[src/rtl/cond_pkg.sv]
// Shared types and constants for the condition/flags stage.
package cond_pkg;

    // ARM-style condition field encodings
    typedef enum logic [3:0] {
        COND_EQ = 4'b0000,
        COND_NE = 4'b0001,
        COND_CS = 4'b0010,
        COND_CC = 4'b0011,
        COND_MI = 4'b0100,
        COND_PL = 4'b0101,
        COND_VS = 4'b0110,
        COND_VC = 4'b0111,
        COND_HI = 4'b1000,
        COND_LS = 4'b1001,
        COND_GE = 4'b1010,
        COND_LT = 4'b1011,
        COND_GT = 4'b1100,
        COND_LE = 4'b1101,
        COND_AL = 4'b1110,
        COND_NV = 4'b1111
    } cond_e;

    localparam int unsigned FLAGS_W = 4;

    // Bit positions within {N,Z,C,V}, matching the ALU FLAGS ordering
    localparam int unsigned FLAG_N = 3;
    localparam int unsigned FLAG_Z = 2;
    localparam int unsigned FLAG_C = 1;
    localparam int unsigned FLAG_V = 0;

    // flag_w encodings: bit 1 selects N,Z and bit 0 selects C,V
    localparam logic [1:0] FW_NONE = 2'b00;
    localparam logic [1:0] FW_CV   = 2'b01;
    localparam logic [1:0] FW_NZ   = 2'b10;
    localparam logic [1:0] FW_ALL  = 2'b11;

endpackage

[src/rtl/cond_logic_if.sv]
// Decoder/ALU side bundle into the condition stage and its gated results.
interface cond_logic_if;
    import cond_pkg::*;

    logic               en;
    logic [3:0]         cond;
    logic [FLAGS_W-1:0] alu_flags;
    logic [1:0]         flag_w;
    logic               pcs;
    logic               reg_w;
    logic               mem_w;
    logic               pc_src;
    logic               reg_write;
    logic               mem_write;
    logic               cond_ex;
    logic [FLAGS_W-1:0] flags;

    modport master (
        output en, cond, alu_flags, flag_w, pcs, reg_w, mem_w,
        input  pc_src, reg_write, mem_write, cond_ex, flags
    );

    modport slave (
        input  en, cond, alu_flags, flag_w, pcs, reg_w, mem_w,
        output pc_src, reg_write, mem_write, cond_ex, flags
    );

endinterface

[src/rtl/cond_check.sv]
// Combinational condition evaluator: cond field against a {N,Z,C,V} flags word.
module cond_check
    import cond_pkg::*;
(
    input  logic [3:0]         cond,
    input  logic [FLAGS_W-1:0] flags,
    output logic               cond_ex_c
);

    logic n, z, c, v;

    assign n = flags[FLAG_N];
    assign z = flags[FLAG_Z];
    assign c = flags[FLAG_C];
    assign v = flags[FLAG_V];

    // Decode every condition code; NV is treated as never
    always_comb begin
        cond_ex_c = 1'b0;
        case (cond_e'(cond))
            COND_EQ: cond_ex_c = z;
            COND_NE: cond_ex_c = ~z;
            COND_CS: cond_ex_c = c;
            COND_CC: cond_ex_c = ~c;
            COND_MI: cond_ex_c = n;
            COND_PL: cond_ex_c = ~n;
            COND_VS: cond_ex_c = v;
            COND_VC: cond_ex_c = ~v;
            COND_HI: cond_ex_c = c & ~z;
            COND_LS: cond_ex_c = ~c | z;
            COND_GE: cond_ex_c = ~(n ^ v);
            COND_LT: cond_ex_c = n ^ v;
            COND_GT: cond_ex_c = ~z & ~(n ^ v);
            COND_LE: cond_ex_c = z | (n ^ v);
            COND_AL: cond_ex_c = 1'b1;
            COND_NV: cond_ex_c = 1'b0;
        endcase
    end

endmodule

[src/rtl/cond_logic.sv]
// Architectural flags register plus condition-gated write enables.
// cond_ex always looks at the stored flags, so an instruction that both
// tests and sets flags sees the old values; the new ones appear next cycle.
module cond_logic
    import cond_pkg::*;
(
    input  logic         clk,
    input  logic         reset,
    cond_logic_if.slave  bus
);

    logic [1:0] nz_q, nz_d;
    logic [1:0] cv_q, cv_d;
    logic       cond_ex;
    logic       upd;

    cond_check u_cond_check (
        .cond      (bus.cond),
        .flags     ({nz_q, cv_q}),
        .cond_ex_c (cond_ex)
    );

    // Next flag halves: each half updates only on its own flag_w bit when enabled and passed
    always_comb begin
        nz_d = nz_q;
        cv_d = cv_q;
        upd  = bus.en & cond_ex;
        if (upd && bus.flag_w[1]) nz_d = bus.alu_flags[FLAG_N:FLAG_Z];
        if (upd && bus.flag_w[0]) cv_d = bus.alu_flags[FLAG_C:FLAG_V];
    end

    // Flags register; reset wins over any pending update
    always_ff @(posedge clk) begin
        if (reset) begin
            nz_q <= 2'b00;
            cv_q <= 2'b00;
        end else begin
            nz_q <= nz_d;
            cv_q <= cv_d;
        end
    end

    // Gated requests are not masked by en; stalls are handled downstream
    assign bus.cond_ex   = cond_ex;
    assign bus.pc_src    = bus.pcs   & cond_ex;
    assign bus.reg_write = bus.reg_w & cond_ex;
    assign bus.mem_write = bus.mem_w & cond_ex;
    assign bus.flags     = {nz_q, cv_q};

endmodule

[src/flat_wrapper.sv]
// flat-port wrapper written by rule: the top's interface ports become plain ports
module cond_logic_flat import cond_pkg::*;
  (clk, reset, bus_en, bus_cond, bus_alu_flags, bus_flag_w, bus_pcs, bus_reg_w, bus_mem_w, bus_pc_src, bus_reg_write, bus_mem_write, bus_cond_ex, bus_flags);
  cond_logic_if bus_i ();
  input  logic clk;
  input  logic reset;
  input wire logic [$bits(bus_i.en)-1:0] bus_en;
  input wire logic [$bits(bus_i.cond)-1:0] bus_cond;
  input wire logic [$bits(bus_i.alu_flags)-1:0] bus_alu_flags;
  input wire logic [$bits(bus_i.flag_w)-1:0] bus_flag_w;
  input wire logic [$bits(bus_i.pcs)-1:0] bus_pcs;
  input wire logic [$bits(bus_i.reg_w)-1:0] bus_reg_w;
  input wire logic [$bits(bus_i.mem_w)-1:0] bus_mem_w;
  output wire logic [$bits(bus_i.pc_src)-1:0] bus_pc_src;
  output wire logic [$bits(bus_i.reg_write)-1:0] bus_reg_write;
  output wire logic [$bits(bus_i.mem_write)-1:0] bus_mem_write;
  output wire logic [$bits(bus_i.cond_ex)-1:0] bus_cond_ex;
  output wire logic [$bits(bus_i.flags)-1:0] bus_flags;
  assign bus_i.en = bus_en;
  assign bus_i.cond = bus_cond;
  assign bus_i.alu_flags = bus_alu_flags;
  assign bus_i.flag_w = bus_flag_w;
  assign bus_i.pcs = bus_pcs;
  assign bus_i.reg_w = bus_reg_w;
  assign bus_i.mem_w = bus_mem_w;
  assign bus_pc_src = bus_i.pc_src;
  assign bus_reg_write = bus_i.reg_write;
  assign bus_mem_write = bus_i.mem_write;
  assign bus_cond_ex = bus_i.cond_ex;
  assign bus_flags = bus_i.flags;
  cond_logic u_core (.clk(clk), .reset(reset), .bus(bus_i));
endmodule
[config.mk]
export PLATFORM = sky130hd
export DESIGN_NAME = cond_logic_flat
export DESIGN_NICKNAME = d
export VERILOG_FILES = /design/src/rtl/cond_pkg.sv /design/src/rtl/cond_logic_if.sv /design/src/rtl/cond_check.sv /design/src/rtl/cond_logic.sv /design/src/flat_wrapper.sv
export SDC_FILE = /design/constraint.sdc
export NUM_CORES = 1
export LEC_CHECK = 0
export ABC_CLOCK_PERIOD_IN_PS = 2500
export CAP_MARGIN = 5
export CORE_AREA = 10 10 47 49
export DETAILED_ROUTE_END_ITERATION = 16
export DIE_AREA = 0 0 57 59
export PLACE_DENSITY = 0.63
export SYNTH_ARGS = -nofsm -noshare
export SYNTH_HDL_FRONTEND = slang
export SYNTH_SLANG_ARGS = --single-unit
[constraint.sdc]
create_clock -name clk -period 2.5 [get_ports clk]
set_input_delay 0.5 -clock clk [delete_from_list [all_inputs] [get_ports clk]]
set_output_delay 0.5 -clock clk [all_outputs]
set_load 0.01 [all_outputs]
Yosys cells after proc, flatten, opt, wreduce, memory -nomap -nowiden
Index checks and enable logic that the tools add are counted.
{ "totals": {"elab_cells": 35, "output_inout_bits": 8, "in_bits": 16, "regBits": 4} }
{ "op_classes": {"n_eq_ne": 15, "n_bitwise": 14, "reduce_logical": 3, "mux": 1} }
{ "op_table": {"columns": ["operator", "n"], "rows": [
  ["equality test 4 bit, second input constant", 8],
  ["equality test 4 x 3 -> 1 bit, second input constant", 4],
  ["one-hot mux 1 bit (16 select lines)", 1],
  ["equality test 4 x 2 -> 1 bit, second input constant", 2],
  ["bitwise AND 1 bit", 6],
  ["inverter 1 bit", 5],
  ["equality test 4 x 1 -> 1 bit, second input constant", 1],
  ["logical NOT 4 bit", 1],
  ["logical AND 1 bit", 2],
  ["OR 1 bit", 2],
  ["XOR 1 bit", 1]
]} }

Logic depth before layout (Yosys ltp)
{ "logic_depth": {"word_depth": 6, "ltp_mapped": 5, "depth_no_buf": 5} }

By module
From an unflattened synthesis, not the netlist that was laid out.
{ "hier_totals": {"cells_unflattened": 44, "hier_area_um2": 369.1} }
{ "modules_own_cells": {"columns": ["module", "area_per_inst_um2", "cells_each", "n_inst", "seq_area_each_um2"], "rows": [
  ["cond_logic", 214.0, 21, 1, 80.1],
  ["cond_check", 155.1, 23, 1, 0.0]
]} }

Worst setup path before layout
Ideal clock, no wire load.
{ "synth_timing": {"path_kind": "input port to output port", "start": "input bus_cond[1]", "end": "output bus_mem_write", "stages": 5, "t_required_ns": 2.000, "arrival_time_ns": 1.709, "setup_slack_ns": 0.291, "n_path_buf": 0, "cell_sequence": "xor2_1 -> a32o_1 -> or4_4 -> and2_4 -> nor2b_1"} }
{ "synth_between": {"elab_chain_cells": 3, "elab_cells_between_ends": 18, "classes_between": "eq/ne (15); mux (1); bitwise (1); reduce/logical (1)"} }
{ "synth_rtl": {"columns": ["item", "line_no", "text"], "rows": [
  ["start: declaration", "flat_wrapper.sv:8", "input wire logic [$bits(bus_i.cond)-1:0] bus_cond;"],
  ["equality test 4 bit, or another cell as far along", "cond_check.sv:20", "case (cond_e'(cond))"],
  ["one-hot mux 1 bit (16 select lines) (*)", "cond_check.sv:20", null],
  ["bitwise AND 1 bit (*)", "cond_logic.sv:47", "assign bus.mem_write = bus.mem_w & cond_ex;"],
  ["end: declaration", "flat_wrapper.sv:16", "output wire logic [$bits(bus_i.mem_write)-1:0] bus_mem_write;"]
]} }
Mark *: on every way between the ends. The rest lies on a longest branch, timed or not.

Worst setup path after layout
{ "layout_timing": {"start": "input bus_cond[1]", "end": "output bus_cond_ex"} }
{ "layout_between": {"elab_chain_cells": 2, "elab_cells_between_ends": 17, "classes_between": "eq/ne (15); mux (1); reduce/logical (1)"} }
{ "layout_rtl": {"columns": ["item", "line_no", "text"], "rows": [
  ["equality test 4 bit, or another cell as far along", "cond_check.sv:20", null],
  ["one-hot mux 1 bit (16 select lines) (*)", "cond_check.sv:20", null],
  ["end: declaration", "flat_wrapper.sv:17", "output wire logic [$bits(bus_i.cond_ex)-1:0] bus_cond_ex;"]
]} }
Marks and branches as above.

==> flow_results.xml <==
<?xml version="1.0" encoding="UTF-8"?>
<metrics>
  <group name="outcome">
    <metric name="status" unit="">finished clean</metric>
  </group>
  <group name="timing">
    <metric name="max_freq" unit="GHz">0.414</metric>
    <metric name="slew_headroom" unit="">0.691</metric>
    <metric name="finalMaxSlewViolations" unit="">0</metric>
    <metric name="period_share" unit="">0.966</metric>
    <metric name="grt_setup_unrepaired" unit="">false</metric>
    <metric name="timing.final.hold_violations" unit="">0</metric>
    <metric name="timing.final.setup_violations" unit="">0</metric>
    <metric name="worst-slew-pin-transition" unit="ps">463</metric>
    <metric name="finalClockSkew" unit="ps">5.61</metric>
    <metric name="fin_crit_period" unit="ps">2420</metric>
  </group>
  <group name="critical_path">
    <metric name="crit-reg2reg-launch" unit="">u_core.cv_q[0]</metric>
    <metric name="startpoint" unit="">bus_cond[1]</metric>
    <metric name="timing.rr.end" unit="">u_core.nz_q[1]</metric>
    <metric name="timing.critical_path.to" unit="">bus_cond_ex</metric>
    <metric name="crit_path_top_delay_cell" unit="">or4_4</metric>
    <metric name="cp_cell_sequence" unit="">buf_2, xor2_1, a32o_2, or4_4, and2_4, inv_2, clkdlybuf4s15_2</metric>
    <metric name="critical_path.top_delay_family" unit="">simple AND/OR/NAND/NOR gates</metric>
    <metric name="worstSetupStartpointType" unit="">primary input</metric>
    <metric name="end_kind" unit="">primary output</metric>
    <metric name="critPathArrivalTime" unit="ps">1920</metric>
    <metric name="timing.critical_path.depth" unit="">7</metric>
    <metric name="worst-setup-path-type" unit="">primary input to primary output</metric>
    <metric name="rr_worst_depth" unit="">6</metric>
    <metric name="r2r_setup_slack" unit="ps">720</metric>
    <metric name="required" unit="ps">2000</metric>
    <metric name="worst_path_largest_cell_delay" unit="ps">410</metric>
    <metric name="critical_path.n_buffers_inverters" unit="">3</metric>
    <metric name="worst_path_fanout_max" unit="">5</metric>
  </group>
  <group name="logic_synthesis">
    <metric name="syn-cell-area" unit="um^2">323</metric>
    <metric name="synth.yosys.warnings" unit="">0</metric>
    <metric name="top_area_cell_type_share_of_the_netlist_area" unit="">0.248</metric>
    <metric name="postSynthRegisterBits" unit="">4</metric>
    <metric name="seq_area_frac_synth" unit="">0.248</metric>
    <metric name="syn-num-nets" unit="">53</metric>
    <metric name="leading_cell_types_by_total_area_after_synthesis" unit="">dfxtp_1 (25%), nand2b_1 (16%), mux2i_1 (12%), xor2_1 (8.1%), nor2b_1 (7.8%)</metric>
    <metric name="synth_area_per_cell" unit="um^2">8.72</metric>
    <metric name="unique_cell_type_count_in_the_yosys_netlist" unit="">16</metric>
    <metric name="synth.largest_area_cell" unit="">dfxtp_1</metric>
    <metric name="post_synth_inst_count" unit="">37</metric>
  </group>
  <group name="clock_tree">
    <metric name="cts-root-to-sink-buffers" unit="">2</metric>
    <metric name="cts_tree" unit="">yes</metric>
    <metric name="cts_sinks" unit="">4</metric>
    <metric name="h_tree_level_count" unit="">1</metric>
    <metric name="clk_transition_reported_paths" unit="ps">40</metric>
    <metric name="cts_made_buffers" unit="">3</metric>
    <metric name="cts_root_buf" unit="">clkbuf_4</metric>
    <metric name="insertion_delay" unit="ps">230</metric>
    <metric name="cts.hold.buffers_added" unit="">0</metric>
  </group>
  <group name="floorplan">
    <metric name="pin_count" unit="">24</metric>
    <metric name="die_area" unit="um^2">3360</metric>
    <metric name="chipWidth" unit="um">57</metric>
    <metric name="start_util" unit="">0.230</metric>
    <metric name="core_area" unit="um^2">1400</metric>
    <metric name="placement_rows" unit="">14</metric>
    <metric name="die-height" unit="um">59</metric>
  </group>
  <group name="power_and_ir_drop">
    <metric name="power.leakage" unit="nW">0.253</metric>
    <metric name="power_report.internal_total" unit="mW">0.174</metric>
    <metric name="power.ir.vdd_worst" unit="V">0.000231</metric>
    <metric name="switching_share" unit="">0.259</metric>
    <metric name="p_total" unit="mW">0.234</metric>
    <metric name="clock_power_share" unit="">0.337</metric>
    <metric name="power_per_cell_area" unit="nW/um^2">389</metric>
    <metric name="net-switching-power" unit="mW">0.0606</metric>
    <metric name="seq_power_share" unit="">0.296</metric>
    <metric name="comb_power_share" unit="">0.367</metric>
  </group>
  <group name="final_layout">
    <metric name="antenna_cells_inserted" unit="">0</metric>
    <metric name="ff_latch_area" unit="um^2">80.1</metric>
    <metric name="layout.nets" unit="">85</metric>
    <metric name="multi_input_comb_area" unit="um^2">244</metric>
    <metric name="design_area" unit="um^2">602</metric>
    <metric name="flow.area_growth_from_synthesis" unit="%">86.4</metric>
    <metric name="post_route_cells_drive_above_1_share" unit="">0.313</metric>
    <metric name="filler_cell_count" unit="">151</metric>
  </group>
  <group name="global_routing">
    <metric name="overflow" unit="">0</metric>
    <metric name="first_global_vias" unit="">391</metric>
    <metric name="global_route.usage.total" unit="">0.0638</metric>
    <metric name="grt_pass1_wl" unit="um">1680</metric>
    <metric name="number_of_antenna_violations_at_the_first_check_in_global_routing" unit="">0</metric>
    <metric name="grt_start_max_net_pins" unit="">9</metric>
  </group>
  <group name="route">
    <metric name="via_count" unit="">378</metric>
    <metric name="route.antenna.remaining_nets" unit="">0</metric>
    <metric name="drt_first_pass_iters" unit="">3</metric>
    <metric name="detail_route.wirelength" unit="um">1020</metric>
    <metric name="routedWlPerCell" unit="um">12.2</metric>
    <metric name="drt_drc_violations_left" unit="">0</metric>
    <metric name="drt_iter0_markers" unit="">8</metric>
    <metric name="detail_route.vias_per_cell" unit="">4.55</metric>
  </group>
  <group name="worst_hold_path">
    <metric name="hold_path_class" unit="">flop to flop</metric>
    <metric name="worst_hold_start" unit="">u_core.cv_q[1]</metric>
  </group>
  <group name="placement">
    <metric name="dpl_cell_area" unit="um^2">603</metric>
    <metric name="buffers_added_on_ports" unit="">23</metric>
    <metric name="gpl.final_weighted_congestion" unit="">0.658</metric>
    <metric name="final_hpwl_dp" unit="um">847</metric>
  </group>
  <group name="run">
    <metric name="timing.max_cap.violations" unit="">0</metric>
  </group>
</metrics>
## final cells by class
| cell class | instances | area share |
|---|---|---|
| multi-input cells | 32 | 0.405 |
| flip-flops and latches | 4 | 0.133 |
| clock buffers | 3 | 0.0374 |
| inverters | 1 | 0.00624 |
| repair buffers | 27 | 0.385 |
| well taps | 16 | 0.0333 |
## worst reg2reg max path, delay by kind of cell (launching register included)
kind | cells | cell delay (ps)
multiplexers | 1 | 190
buffers and inverters | 1 | 160
XOR/XNOR | 1 | 160
AND/OR/NAND/NOR | 1 | 410
AO/OA/AOI/OAI | 2 | 470
flip-flops | 1 | 320
## synth_stat cells
master,number
a2111oi_0,1
a21oi_2,2
a32o_1,1
and2_4,1
dfxtp_1,4
inv_2,1
mux2i_1,4
nand2_1,3
nand2b_1,8
nand3b_1,1
nand4bb_1,1
nor2_1,1
nor2b_1,4
o31ai_1,1
or4_4,1
xor2_1,3
## worst min-delay path by stage
stage               slack, ps             end  cells past startpoint
floorplan                 500  u_core.cv_q[1]                      2
global placement          490  u_core.cv_q[1]                      2
detailed placement        490  u_core.nz_q[0]                      2
CTS                       500  u_core.cv_q[1]                      2
global route              530  u_core.nz_q[0]                      2
finish                    500  u_core.cv_q[1]                      2
## per-stage QoR
step,hold WS [ps],worst slack [ps],TNS (ps),utilization,std cells
final,495,84.2,0,0.429,83
after global routing,529,27.1,0,0.429,83
after CTS,504,10.7,0,0.434,83
after detailed placement,495,-729,-2840,0.430,80
after global placement,487,-718,-2760,0.430,80
after floorplan,504,291,0,-,37
## cells by family after synthesis
group	Yosys count	share of synthesized area
simple gates	20	0.399
compound gates	5	0.136
mux	4	0.124
flops	4	0.248
xor+xnor	3	0.0814
buf+inv	1	0.0116
## sequential cells by signal, summed over array words and instances (netlist names)
| register | count |
|---|---|
| u_core.nz_q | 2 |
| u_core.cv_q | 2 |
## power groups by stage
stage               Clock, mW  Combinational (mW)  Sequential, mW
global route           0.0879              0.0949          0.0701
CTS                    0.0850              0.0864          0.0695
finish                 0.0790              0.0859          0.0695
detailed placement          0              0.0925          0.0705
floorplan                   0              0.0355          0.0715
global placement            0              0.0923          0.0704
## routing by layer
metal | up-vias | GRT usage | part of all wire
met3 | 0 | 0.0451 | 0.13
met1 | 167 | 0.0744 | 0.48
li1 | 191 | - | -
met5 | - | 0 | 0
met4 | 0 | 0.0403 | 0
met2 | 20 | 0.0806 | 0.39
## layout by cell type (no fill, tap or decap), types with 2 or more instances in the layout
| master | count |
|---|---|
| buf_2 | 5 |
| nand2_1 | 3 |
| clkdlybuf4s50_1 | 16 |
| nor2b_1 | 3 |
| mux2i_1 | 4 |
| dfxtp_1 | 4 |
| xor2_1 | 3 |
| clkbuf_4 | 3 |
| buf_4 | 4 |
| nand2b_1 | 8 |
| a21oi_2 | 2 |
## timing repair
action	in CTS	in global routing
pin swaps	0	0
endpoints found under the setup margin	4	4
resized for setup	24	5
setup buffers	0	0
Power figures use the tool's default switching activity.
